**src/rtl/queue_reader.sv**
```systemverilog
// Queue reader: pops a burst of len_i bytes from a queue into a 2-entry skid
// buffer and presents them on a valid/ready byte stream.
// Latency: a pop at an edge shows on m_valid_o/m_data_o in the next cycle.
// Backpressure: m_ready_i=0 fills the buffer, then pops stop until space frees.
// Ports:
//   Clk_i, Rst_i (async active-low)    - clock and reset
//   q_empty_i, q_data_i, q_en_o, q_rw_o - queue read side (q_rw_o fixed 0)
//   start_i, len_i, abort_i            - burst control
//   m_valid_o, m_data_o, m_ready_i     - output byte stream
//   busy_o, done_o, remaining_o        - status
module queue_reader (
  input  logic        Clk_i,
  input  logic        Rst_i,
  input  logic        q_empty_i,
  input  logic [7:0]  q_data_i,
  output logic        q_en_o,
  output logic        q_rw_o,
  input  logic        start_i,
  input  logic [10:0] len_i,
  input  logic        abort_i,
  output logic        m_valid_o,
  output logic [7:0]  m_data_o,
  input  logic        m_ready_i,
  output logic        busy_o,
  output logic        done_o,
  output logic [10:0] remaining_o
);

  typedef enum logic [1:0] {IDLE, RUN, FLUSH} state_t;

  state_t      state, state_nxt;
  logic [1:0]  occ, occ_nxt;
  logic [10:0] remaining, remaining_nxt;
  logic [7:0]  buf0, buf0_nxt;   // oldest entry
  logic [7:0]  buf1, buf1_nxt;
  logic        done, done_nxt;
  logic        xfer;
  logic        pop;

  always_ff @(posedge Clk_i or negedge Rst_i) begin
    if (!Rst_i) begin
      state     <= IDLE;
      occ       <= 2'd0;
      remaining <= 11'd0;
      buf0      <= 8'd0;
      buf1      <= 8'd0;
      done      <= 1'b0;
    end else begin
      state     <= state_nxt;
      occ       <= occ_nxt;
      remaining <= remaining_nxt;
      buf0      <= buf0_nxt;
      buf1      <= buf1_nxt;
      done      <= done_nxt;
    end
  end

  always_comb begin
    xfer = (occ != 2'd0) && m_ready_i;
    // A full buffer may still accept a pop when a byte leaves on the same edge.
    pop  = (state == RUN) && !abort_i && !q_empty_i && (remaining != 11'd0) &&
           ((occ < 2'd2) || xfer);
  end

  always_comb begin
    state_nxt     = state;
    occ_nxt       = occ;
    remaining_nxt = remaining;
    buf0_nxt      = buf0;
    buf1_nxt      = buf1;
    done_nxt      = 1'b0;

    if (abort_i && (state != IDLE)) begin
      // Abort wins over everything: drop buffered bytes, no done pulse.
      state_nxt     = IDLE;
      occ_nxt       = 2'd0;
      remaining_nxt = 11'd0;
    end else begin
      case ({pop, xfer})
        2'b01: begin
          buf0_nxt = buf1;
          occ_nxt  = occ - 2'd1;
        end
        2'b10: begin
          if (occ == 2'd0) buf0_nxt = q_data_i;
          else             buf1_nxt = q_data_i;
          occ_nxt = occ + 2'd1;
        end
        2'b11: begin
          // Simultaneous in/out: shift and append so order is kept.
          if (occ == 2'd1) begin
            buf0_nxt = q_data_i;
          end else begin
            buf0_nxt = buf1;
            buf1_nxt = q_data_i;
          end
        end
        default: ;
      endcase

      if (pop) remaining_nxt = remaining - 11'd1;

      case (state)
        IDLE: begin
          if (start_i) begin
            remaining_nxt = len_i;
            if (len_i != 11'd0) state_nxt = RUN;
            else                done_nxt  = 1'b1;
          end
        end
        RUN: begin
          if (pop && (remaining == 11'd1)) state_nxt = FLUSH;
        end
        FLUSH: begin
          if (occ_nxt == 2'd0) begin
            state_nxt = IDLE;
            done_nxt  = 1'b1;
          end
        end
        default: state_nxt = IDLE;
      endcase
    end
  end

  assign q_en_o      = pop;
  assign q_rw_o      = 1'b0;
  assign m_valid_o   = (occ != 2'd0);
  assign m_data_o    = (occ != 2'd0) ? buf0 : 8'd0;
  assign busy_o      = (state != IDLE);
  assign done_o      = done;
  assign remaining_o = remaining;

endmodule

```
**config.mk**
```make
export PLATFORM = sky130hd
export DESIGN_NAME = queue_reader
export DESIGN_NICKNAME = d
export VERILOG_FILES = /design/src/rtl/queue_reader.sv
export SDC_FILE = /design/constraint.sdc
export NUM_CORES = 1
export LEC_CHECK = 0
export CORE_MARGIN = 1
export CORE_UTILIZATION = 45
export DETAILED_ROUTE_END_ITERATION = 10
export GPL_TIMING_DRIVEN = 0
export PLACE_DENSITY = 0.77
export SYNTH_ARGS = -nofsm -noshare
export SYNTH_HDL_FRONTEND = slang
export SYNTH_SLANG_ARGS = --single-unit
export TNS_END_PERCENT = 1
```
**constraint.sdc**
```tcl
create_clock -name Clk_i -period 5.65 [get_ports Clk_i]
set_clock_uncertainty 0.2 [all_clocks]
set_input_delay 1.13 -clock Clk_i [delete_from_list [all_inputs] [get_ports Clk_i]]
set_output_delay 1.13 -clock Clk_i [all_outputs]
set_load 0.02 [all_outputs]
```
# Word-level counts from Yosys, hierarchy flattened
# Index checks and enable logic that the tools add are counted.
[totals] elab_cells=72 ram_bits=0 mem_bits_ro=0 latch_bits=0 regBits=32 memories=0 input_bits=25
[classes] n_lt_le_gt_ge=1 shifts=0 div=0 mul=0 n_reduce_logical=22 mux=25 eq_ne=14 n_bitwise=1 add_sub_neg=3
[op_table] op="$mux W11" count=4
[op_table] op="$mux W8" count=5
[op_table] op="$pmux W8 S3" count=1
[op_table] op="$reduce_bool A11 Y1" count=2
[op_table] op="$pmux W8 S2" count=1
[op_table] op="$mux W2" count=7
[op_table] op="$eq A11 B1 Y1 const B" count=1
[op_table] op="$sub A11 B1 Y11 const B" count=1
[op_table] op="$ne A3 B3 Y1 const B" count=3
[op_table] op="$reduce_and A4 Y1" count=2
[op_table] op="$logic_and A1 B1 Y1" count=7
[op_table] op="$eq A2 B1 Y1 const B" count=3
[op_table] op="$eq A2 B2 Y1 const B" count=3
[op_table] op="$logic_not A2 Y1" count=3
[op_table] op="$ne A2 B2 Y1 const B" count=3
[op_table] op="$pmux W2 S3" count=1
[op_table] op="$reduce_bool A2 Y1" count=3
[op_table] op="$mux W1" count=4
[op_table] op="$pmux W2 S2" count=1
[op_table] op="$ne A3 B1 Y1 const B" count=1
[op_table] op="$reduce_and A3 Y1" count=1
[op_table] op="$reduce_bool A3 Y1" count=1
[op_table] op="$add A2 B1 Y2 const B" count=1
[op_table] op="$logic_not A1 Y1" count=2
[op_table] op="other kinds (5)" count=5

# Depth between registers and ports, before layout
[depth] depth_word=12 ltp_mapped=14

# Worst setup path after synthesis
# Ideal clock, no wire load.
[synth_path] path_kind="input -> register" from="in abort_i" to="reg buf0[0]" arrival_time_ps=3723 path_buffers=2 cell_stages=10 path_slack_ps=1650 path_cell_list="or4b_4 > a21o_1 > buf_2 > nor2_1 > inv_1 > ha_1 > a211oi_1 > clkbuf_1 > nor2_1 > a21oi_1"
[synth_between] elab_chain_len=8 word_cells_on_any_way=14 cone_classes="eq/ne: 4; mux: 1; bitwise: 1; reduce/logical: 8"
[synth_lines] item="start, declared" line="20" text="input logic abort_i,"
[synth_lines] item="$logic_not A1 Y1 (*)" line="61" text="pop = (state == RUN) && !abort_i && !q_empty_i && (remaining != 11'd0) &&"
[synth_lines] item="$logic_and A1 B1 Y1 (*) (4 in series)" line="61"
[synth_lines] item="named net q_en_o" line="16" text="output logic q_en_o,"
[synth_lines] item="$eq A2 B2 Y1 or $eq A2 B1 Y1 (tied branches)" line="79" text="case ({pop, xfer})"
[synth_lines] item="$ne A2 B2 Y1 (no source line) or $reduce_bool A3 Y1 (tied branches)"
[synth_lines] item="$reduce_and A3 Y1 (no source line)"
[synth_lines] item="end signal, assigned" line="52" text="buf0 <= buf0_nxt;"
[synth_lines] item="end, declared" line="34" text="logic [7:0] buf0, buf0_nxt;"
# The timed path passes the listed nets; every way through them passes the cells marked *.
# A chain may end at the register's enable or synchronous reset.

# Final worst setup path
[layout_path] from="in abort_i" to="out q_en_o"
[layout_between] elab_chain_len=5
[layout_lines] item="$logic_not A1 Y1" line="61"
[layout_lines] item="$logic_and A1 B1 Y1 (4 in series)" line="61"
[layout_lines] item="end, declared" line="16"
# No other way between the ends.

==> run metrics <==
CP Buf/Inv Count 3; first-pass GRT wire length 7970 um; Seq/Total Area, Yosys 41.4%; Worst path slowest cell clkdlybuf4s50_1; CP endpoint q_en_o; sw frac 38.4%; vias in the first global route 1714; Post-CTS Setup Bufs 0; htree depth 2; DP Area 2460 um^2; nature of the critical path endpoint primary output; final hold vios 0; DRC 0; status finished, final reports clean; CTS buffer count 5; Cell Area, Synth 1930 um^2; largest net degree at the start of global routing 33; Finished Cell Area 2590 um^2; startpoint types input pin; antenna violations before repair 0; crit-path leading delay family buffers and inverters; R2R Path End buf0[0]$_DFFE_PN0P_; CTS Root Cell clkbuf_8; total grt overflow 0; Vias/cell 5.96; drt total wl 4980 um; number of fill cells in the layout 350; R2R cell count 14; Yosys top cell area share 41.4%; Ports 49; Worst EP required 4320 ps; Post-synth ARST share 100%; PortBufs 47; standby leakage power 1.02 nW; fin util 63.8%; Comb power frac 47.1%; most frequent cell after synthesis dfrtp_1; top post-synthesis cells by count dfrtp_1, nor2_1, a21oi_1; Worst Setup SP abort_i; count of state elements after synthesis 32; cells along the critical path clkdlybuf4s50_1, or4b_4, a21o_1, buf_2, nor2_1, clkdlybuf4s50_1; Vias 1842; YS warnings 0; FF-to-FF setup slack 1540 ps; Worst Tran Pin Value 1040 ps; CTS-repair resized insts 0; Die Span Y 67.5 um; Detailed Routing Iterations Pass 1 4; die area 4560 um^2; number of synthesized flops with an enable pin 0; Worst IR Drop VDD 0.252 mV; Mapped Nets 237; Levels on crit path 6; Clk pwr share 20.4%; worst hold path type reg2reg; switching power 0.000457 W; Skew-Pair Late Insertion Delay 290 ps; ys flop type dfrtp_1; Die Wd 67.5 um; Core ar. 4060 um^2; worst-case clock buffer depth 2; Max Cap Violations 0; Post-DRT Antenna Nets 0; Highest Clock Rate 205 MHz; DR iter-0 viols 85; worst r2r src occ[1]$_DFF_PN0_; part of the cycle the worst path needs 86.4%; most frequent CP cell clkdlybuf4s50_1; Synth cell types 51; dpl hpwl 3470 um; WL per Instance 16.1 um; Tot Pwr 0.00119 W; nets@finish 291; Syn Area/Cell 9.48 um^2; final slew viol count 0; normalized max-slew margin 30.6%; share of power burned in registers 32.5%; Power Dens Cells 460 nW/um^2; setup TNS 0 ps; internal power 0.000734 W; crit-path max FO 10; ant diodes 0; Starting Density 47.6%; area grow syn2layout 33.9%; setup-violating endpoint count in the final report 0; placed cell count 301; Total GRT Usage 24.1%; Clock transition at path regs 70 ps; CTS tree done; top cell type by total area after synthesis dfrtp_1; CP peak stage delay 680 ps; floorplan row count 23; synth top area cells dfrtp_1, ha_1, mux2_2; Gate Count Post-Synth 204; share of cells above drive strength 1 10.0%; RSZ-0062 raised after global routing false; Tmin final 4880 ps; WP data arrival 3550 ps; clk sink count 32; critical setup path kind in2out; GP Congestion 0.881; hold-fix buffers at CTS 0; post-route insts no fill 309
registers in the layout (all words and copies together) (netlist names):
name / flops
done_o: 1
buf0: 8
state: 2
buf1: 8
remaining_o: 11
occ: 2
power by group through the flow:
stage | clock (W) | combinational [W] | sequential, W
3_3_place_gp | 0 | 0.000545 | 0.000384
2_1_floorplan | 0 | 0.000335 | 0.000396
6_report | 0.000243 | 0.000561 | 0.000387
5_1_grt | 0.000254 | 0.000613 | 0.000402
3_5_place_dp | 0 | 0.000555 | 0.000387
4_1_cts | 0.000246 | 0.000561 | 0.000385
cell type report:
cell class                      instances  area [um^2]  area share, %
Inverter                               10         37.5           1.45
Multi-Input combinational cell        153         1060           40.8
Buffer                                  9         38.8           1.50
Timing Repair Buffer                   47          465           18.0
Clock inverter                          1         30.0           1.16
Tap cell                               50         62.6           2.42
Clock buffer                            7         96.3           3.72
Sequential cell                        32          801           30.9
stage by stage:
step | setup slack (ps) | hold WS, ps
4_1_cts | 762 | 310
5_1_grt | 705 | 328
3_3_place_gp | 780 | 287
2_1_floorplan | 1650 | 280
6_report | 769 | 308
3_5_place_dp | 768 | 294
per-layer routing:
metal	track usage (%)	share of wire, %	up-vias
met5	0	0	-
met1	32.1	44	900
met4	12.5	1.5	0
met3	4.90	4.7	9
li1	-	-	874
met2	36.6	49	59
cell usage in the layout (no fill, tap or decap), types with 4 or more instances in the layout:
cell type        count
inv_1               10
clkbuf_1             6
mux2_2               8
nand2_1              8
o21ai_0             10
or4_1                4
a21oi_1             14
dfrtp_1             32
nor3_1               8
a22oi_1              8
ha_1                 8
a31oi_1              5
clkbuf_8             7
nor2b_1             10
nor2_1              17
clkdlybuf4s50_1     46
kinds of logic (layout without fill, tap and decap cells):
logic type                 after synthesis  count (layout)  synth area share (%)
DFF                                     32              32                  41.4
other                                    1               1                 0.194
and+or+nand+nor                         72              72                  21.1
AOI/OAI and AO/OA                       61              61                  21.9
adders and majority gates                8               8                  5.18
muxes                                   11              11                  6.21
buffers and inverters                   19              74                  3.95
how the worst min path moves through the flow:
stage                                    from             endpoint  cells past startpoint
final                     buf1[7]$_DFFE_PN0P_  buf1[7]$_DFFE_PN0P_                      1
after global routing      buf1[0]$_DFFE_PN0P_  buf1[0]$_DFFE_PN0P_                      1
after CTS                 buf1[0]$_DFFE_PN0P_  buf1[0]$_DFFE_PN0P_                      1
after detailed placement  buf1[4]$_DFFE_PN0P_  buf1[4]$_DFFE_PN0P_                      1
after global placement    buf1[6]$_DFFE_PN0P_  buf1[6]$_DFFE_PN0P_                      1
after floorplan           buf1[0]$_DFFE_PN0P_  buf1[0]$_DFFE_PN0P_                      1
(Power assumes the default switching activity.)
